===== config.mk =====
export PLATFORM = sky130hd
export DESIGN_NAME = wb_vmemem_bridge_flat
export DESIGN_NICKNAME = d
export VERILOG_FILES = /design/src/rtl/wb_vmemem_bridge_pkg.sv /design/src/rtl/wb_vmemem_bridge_if.sv /design/src/rtl/wb_vmemem_timeout.sv /design/src/rtl/wb_vmemem_bridge.sv /design/src/flat_wrapper.sv
export SDC_FILE = /design/constraint.sdc
export NUM_CORES = 1
export LEC_CHECK = 0
export ABC_AREA = 1
export CAP_MARGIN = 25
export CORE_MARGIN = 4
export CORE_UTILIZATION = 39
export CTS_CLUSTER_DIAMETER = 150
export DETAILED_ROUTE_END_ITERATION = 10
export GPL_TIMING_DRIVEN = 0
export PLACE_DENSITY = 0.87
export SYNTH_ARGS = -nofsm -noshare
export SYNTH_HDL_FRONTEND = slang
export SYNTH_SLANG_ARGS = --single-unit

===== constraint.sdc =====
create_clock -name Clk -period 1.95 [get_ports Clk]
set_clock_uncertainty 0.2 [all_clocks]
set_input_delay 0.585 -clock Clk [delete_from_list [all_inputs] [get_ports Clk]]
set_output_delay 0.585 -clock Clk [all_outputs]
set_load 0.005 [all_outputs]

===== src/rtl/wb_vmemem_bridge_pkg.sv =====
// Shared types and constants for the Wishbone to VMERdMem/VMEWrMem bridge.
package wb_vmemem_pkg;

  localparam int DATA_W          = 32;
  localparam int TIMEOUT_DEFAULT = 255;

  typedef enum logic [1:0] {
    IDLE    = 2'd0,
    RD_WAIT = 2'd1,
    WR_WAIT = 2'd2,
    ACK     = 2'd3
  } state_t;

endpackage


===== src/rtl/wb_vmemem_bridge_if.sv =====
// Wishbone B4 classic bus bundle between a master and the bridge slave port.
interface wb_vmemem_bridge_if #(
  parameter int ADDR_W = 8
);
  import wb_vmemem_pkg::*;

  logic              cyc;
  logic              stb;
  logic              we;
  logic [ADDR_W-1:0] adr;
  logic [DATA_W-1:0] dat_w;
  logic [DATA_W-1:0] dat_r;
  logic              ack;
  logic              err;

  modport master (output cyc, stb, we, adr, dat_w, input dat_r, ack, err);
  modport slave  (input cyc, stb, we, adr, dat_w, output dat_r, ack, err);

endinterface


===== src/rtl/wb_vmemem_timeout.sv =====
// Loadable down-counter; expired is high while the count sits at zero.
module wb_vmemem_timeout #(
  parameter int TIMEOUT = 255
) (
  input  logic Clk,
  input  logic Rst,
  input  logic load,
  input  logic dec,
  output logic expired
);

  logic [15:0] count_reg;

  always_ff @(posedge Clk) begin
    if (Rst) begin
      count_reg <= 16'd0;
    end else if (load) begin
      count_reg <= 16'(TIMEOUT);
    end else if (dec && count_reg != 16'd0) begin
      count_reg <= count_reg - 16'd1;
    end
  end

  assign expired = (count_reg == 16'd0);

endmodule


===== src/rtl/wb_vmemem_bridge.sv =====
// Wishbone classic slave issuing one-cycle VMERdMem/VMEWrMem strobes to a register bank.
// Define WB_VMEMEM_BRIDGE_TIMEOUT_EN to enable the done-timeout and wb_err_o.
module wb_vmemem_bridge
  import wb_vmemem_pkg::*;
#(
  parameter int ADDR_W  = 8,
  parameter int TIMEOUT = TIMEOUT_DEFAULT
) (
  input  logic              Clk,
  input  logic              Rst,
  wb_vmemem_bridge_if.slave wb,
  output logic [ADDR_W-1:0] VMEAddr,
  output logic [DATA_W-1:0] VMEWrData,
  output logic              VMERdMem,
  output logic              VMEWrMem,
  input  logic [DATA_W-1:0] VMERdData,
  input  logic              VMERdDone,
  input  logic              VMEWrDone
);

  if (TIMEOUT < 1 || TIMEOUT > 65535) begin : g_bad_timeout
    $error("wb_vmemem_bridge: TIMEOUT must be within 1..65535");
  end

  state_t            state_reg;
  logic              ack_reg;
  logic              err_reg;
  logic [DATA_W-1:0] dat_reg;
  logic              request;
  logic              timed_out;

  assign request = wb.cyc && wb.stb;

`ifdef WB_VMEMEM_BRIDGE_TIMEOUT_EN
  logic tmo_load;
  logic tmo_dec;

  // Only wait cycles without the matching Done count against the budget.
  assign tmo_load = (state_reg == IDLE) && request;
  assign tmo_dec  = ((state_reg == RD_WAIT) && !VMERdDone) ||
                    ((state_reg == WR_WAIT) && !VMEWrDone);

  wb_vmemem_timeout #(
    .TIMEOUT (TIMEOUT)
  ) u_timeout (
    .Clk     (Clk),
    .Rst     (Rst),
    .load    (tmo_load),
    .dec     (tmo_dec),
    .expired (timed_out)
  );
`else
  assign timed_out = 1'b0;
`endif

  always_ff @(posedge Clk) begin
    if (Rst) begin
      state_reg <= IDLE;
      ack_reg   <= 1'b0;
      err_reg   <= 1'b0;
      dat_reg   <= '0;
      VMEAddr   <= '0;
      VMEWrData <= '0;
      VMERdMem  <= 1'b0;
      VMEWrMem  <= 1'b0;
    end else begin
      VMERdMem <= 1'b0;
      VMEWrMem <= 1'b0;
      ack_reg  <= 1'b0;
      err_reg  <= 1'b0;
      case (state_reg)
        IDLE: begin
          if (request) begin
            VMEAddr   <= wb.adr;
            VMEWrData <= wb.dat_w;
            if (wb.we) begin
              VMEWrMem  <= 1'b1;
              state_reg <= WR_WAIT;
            end else begin
              VMERdMem  <= 1'b1;
              state_reg <= RD_WAIT;
            end
          end
        end
        RD_WAIT: begin
          // An abort by the master drops the transfer silently.
          if (!wb.cyc) begin
            state_reg <= IDLE;
          end else if (VMERdDone) begin
            dat_reg   <= VMERdData;
            ack_reg   <= 1'b1;
            state_reg <= ACK;
          end else if (timed_out) begin
            err_reg   <= 1'b1;
            state_reg <= ACK;
          end
        end
        WR_WAIT: begin
          if (!wb.cyc) begin
            state_reg <= IDLE;
          end else if (VMEWrDone) begin
            ack_reg   <= 1'b1;
            state_reg <= ACK;
          end else if (timed_out) begin
            err_reg   <= 1'b1;
            state_reg <= ACK;
          end
        end
        ACK: begin
          state_reg <= IDLE;
        end
        default: begin
          state_reg <= IDLE;
        end
      endcase
    end
  end

  assign wb.ack   = ack_reg;
  assign wb.err   = err_reg;
  assign wb.dat_r = dat_reg;

endmodule


===== src/flat_wrapper.sv =====
// flat-port wrapper written by rule: the top's interface ports become plain ports
module wb_vmemem_bridge_flat import wb_vmemem_pkg::*;
#(
  parameter int ADDR_W  = 8,
  parameter int TIMEOUT = TIMEOUT_DEFAULT
)
  (Clk, Rst, VMEAddr, VMEWrData, VMERdMem, VMEWrMem, VMERdData, VMERdDone, VMEWrDone, wb_cyc, wb_stb, wb_we, wb_adr, wb_dat_w, wb_dat_r, wb_ack, wb_err);
  wb_vmemem_bridge_if #(.ADDR_W(ADDR_W)) wb_i ();
  input  logic Clk;
  input  logic Rst;
  output logic [ADDR_W-1:0] VMEAddr;
  output logic [DATA_W-1:0] VMEWrData;
  output logic VMERdMem;
  output logic VMEWrMem;
  input  logic [DATA_W-1:0] VMERdData;
  input  logic VMERdDone;
  input  logic VMEWrDone;
  input wire logic [$bits(wb_i.cyc)-1:0] wb_cyc;
  input wire logic [$bits(wb_i.stb)-1:0] wb_stb;
  input wire logic [$bits(wb_i.we)-1:0] wb_we;
  input wire logic [$bits(wb_i.adr)-1:0] wb_adr;
  input wire logic [$bits(wb_i.dat_w)-1:0] wb_dat_w;
  output wire logic [$bits(wb_i.dat_r)-1:0] wb_dat_r;
  output wire logic [$bits(wb_i.ack)-1:0] wb_ack;
  output wire logic [$bits(wb_i.err)-1:0] wb_err;
  assign wb_i.cyc = wb_cyc;
  assign wb_i.stb = wb_stb;
  assign wb_i.we = wb_we;
  assign wb_i.adr = wb_adr;
  assign wb_i.dat_w = wb_dat_w;
  assign wb_dat_r = wb_i.dat_r;
  assign wb_ack = wb_i.ack;
  assign wb_err = wb_i.err;
  wb_vmemem_bridge #(.ADDR_W(ADDR_W), .TIMEOUT(TIMEOUT)) u_core (.Clk(Clk), .Rst(Rst), .wb(wb_i), .VMEAddr(VMEAddr), .VMEWrData(VMEWrData), .VMERdMem(VMERdMem), .VMEWrMem(VMEWrMem), .VMERdData(VMERdData), .VMERdDone(VMERdDone), .VMEWrDone(VMEWrDone));
endmodule

==> summary.md <==
| Metric | Value |
|---|---|
| Outcome | finished clean |
| Row count | 31 |
| Setup-failing EPs final | 0 |
| Final min period | 1.74 ns |
| DR WL/cell | 13.2 um |
| RePlAce Congestion | just under 0.8 |
| PD cells | 957 nW/um2 |
| DRT Wirelength | 8120 um |
| Peak supply drop | approximately 0.00053 V |
| Synth Flop Type | dfxtp_1 |
| Synth top area share | a little over half |
| Post-synthesis sequential area ratio | a little over half |
| Worst-path clk slew | 0.07 ns |
| Fin util | 64.9% |
| Clk_lat worst skew | ~0.33 ns |
| Total GRT Usage | 17.9% |
| Slowest-stage cell, CP | clkdlybuf4s50_1 |
| Non-filler cells, final | 617 |
| H-tree levels | 3 |
| Synth Cell Area | about 2900 um2 |
| Clock buffer depth | 2 |
| Largest net degree at the start of global routing | 13 |
| Ant diodes | 0 |
| Avg Inst Size Synth | 8.40 um2 |
| Ys async rst share | 0% |
| Max Cap Viol | 0 |
| Drt via density | 4.55 |
| Grt ovf | 0 |
| Total power | between 4 and 5 mW |
| DRT Pass-1 Iters | 4 |
| CP Capture Type | flop |
| Syn. warnings | 0 |
| Cells after Synth | 351 |
| Share of post-route cells with drive strength above 1 | 9.07% |
| Critical path cell sequence | clkdlybuf4s50_1 -> inv_2 -> buf_4 -> buf_2 -> o21ai_0 -> a21oi_1 |
| Dpl cells | ~600 |
| Starting DRT DRC Count | 77 |
| Die Width | around 95 um |
| First-pass GRT wire length | 12700 um |
| Die height | 95.0 um |
| Post-route ant nets | 0 |
| Syn_nets | 433 |
| Dominant cell type by area after synthesis | dfxtp_1 |
| Leakage | 2.12 nW |
| Fmax | around 0.57 GHz |
| Data arrival, critical path | between 1.5 and 2 ns |
| Drt drc | 0 |
| Pins over their slew limit | 0 |
| Seq cells post-synth | 77 |
| Period Utilization, post-route | 89.4% |
| Crit Path Class | in -> reg |
| Synth top area cells | dfxtp_1 52%, a21oi_1 12%, inv_1 9.9% |
| Top-count cell post-synth | inv_1 |
| Worst path required time | between 2 and 2.5 ns |
| Crit-path max cell delay | between 0.4 and 0.5 ns |
| Total number of vias | roughly 2800 |
| CTS Buf Count | 9 |
| DP HPWL | 6440 um |
| Initial antenna violation count | 0 |
| RSZ-0062 raised after global routing | false |
| Setup TNS | 0 ns |
| Number of global-route vias before repair | 2803 |
| CTS Root Cell | clkbuf_8 |
| Post-synth EDFFs | 0 |
| Synth-to-Final Area Change | 60.5% |
| Port Buf Inserts | ~150 |
| Hold buffer count at cts | 0 |
| CTS tree | built |
| Top cells by count, synth | 78 x inv_1, 77 x dfxtp_1, 72 x a21oi_1, 37 x o21ai_1, 33 x o21ai_0 |
| Nets | 596 |
| Post-synth cell types | 20 |
| HP Class | reg -> reg |
| Clock Sinks | 77 |
| Worst-path fanout max | 10 |
| IO Pins | 155 |
| Starting Density | 40.4% |
| Core area | between 7000 and 8000 um2 |
| Final Hold Viols | 0 |
| CP startpoint kind | input pin |
| Die area | 9020 um2 |
## cells by family after synthesis
group | synth area share (%)
other | 0.127
AO/OA/AOI/OAI | 25.5
AND/OR/NAND/NOR | 3.78
buffers and inverters | 17.0
flip-flops | 52.3
adder cells (fa/ha/maj) | 1.27
## worst paths after layout
path / startpoint / end / cells past startpoint / slack [ns]
setup / recovery: Rst / u_core.wb.dat_r[10]$_SDFFE_PP0P_ / 6 / 0.21
hold / removal: u_core.wb.dat_r[25]$_SDFFE_PP0P_ / u_core.wb.dat_r[25]$_SDFFE_PP0P_ / 2 / 0.24
setup reg to reg: u_core.state_reg[0]$_SDFFE_PP0P_ / u_core.VMEWrData[15]$_SDFFE_PP0P_ / 6 / 0.39
hold reg to reg: u_core.wb.dat_r[25]$_SDFFE_PP0P_ / u_core.wb.dat_r[25]$_SDFFE_PP0P_ / 2 / 0.24
## stage by stage
| stage | hold WS, ns | worst slack (ns) | cell area, um2 |
|---|---|---|---|
| floorplan | 0.237 | 0.488 | 2950 |
| global placement | 0.228 | -0.107 | 4590 |
| detailed placement | 0.236 | -0.162 | 4590 |
| CTS | 0.244 | 0.198 | 4730 |
| global route | 0.259 | 0.0929 | 4730 |
| finish | 0.241 | 0.207 | 4730 |
## critical path, delay by kind of cell
family	cells	cell delay, ns
buf+inv	4	0.96
compound gates	2	0.26
## repair_timing
item,CTS,global route
buffers inserted,0,0
setup endpoints to repair,75,0
resized for setup,79,0
## routing by layer
metal / part of all wire, % / wire length [um] / global-route usage [%]
met1: 38 / 3070 / 19.3
met2: 50 / 4030 / 31.8
met3: 11 / 869 / 6.61
met4: 1.9 / 157 / 6.97
met5: 0 / 0 / 0
## final cells by class
class                           instances  area (um2)
Fill cell                             659        2560
Timing Repair Buffer                  152        1430
Multi-Input combinational cell        171         906
Sequential cell                        77        1550
Inverter                               79         297
Buffer                                 24         205
Clock buffer                           10         128
Tap cell                               99         124
Clock inverter                          5         100
## layout by cell type, fill, tap and decap left out, drive strengths merged
master / netlist / routed
clkbuf: 3 / 13
nand3: 7 / 7
o21ai: 74 / 74
clkinv: 0 / 2
inv: 79 / 79
a211oi: 1 / 1
clkdlybuf4s50: 0 / 77
bufinv: 0 / 3
nor3: 2 / 2
nand2: 6 / 6
a21oi: 72 / 72
dlygate4sd2: 0 / 75
buf: 21 / 21
conb: 1 / 1
nor2: 5 / 5
ha: 3 / 3
dfxtp: 77 / 77
## where the power goes
part	internal, mW	switching [mW]
Clock	0.840	0.541
Sequential	1.85	0.122
Combinational	0.631	0.552
No activity file was read; power rests on OpenSTA's default activity.
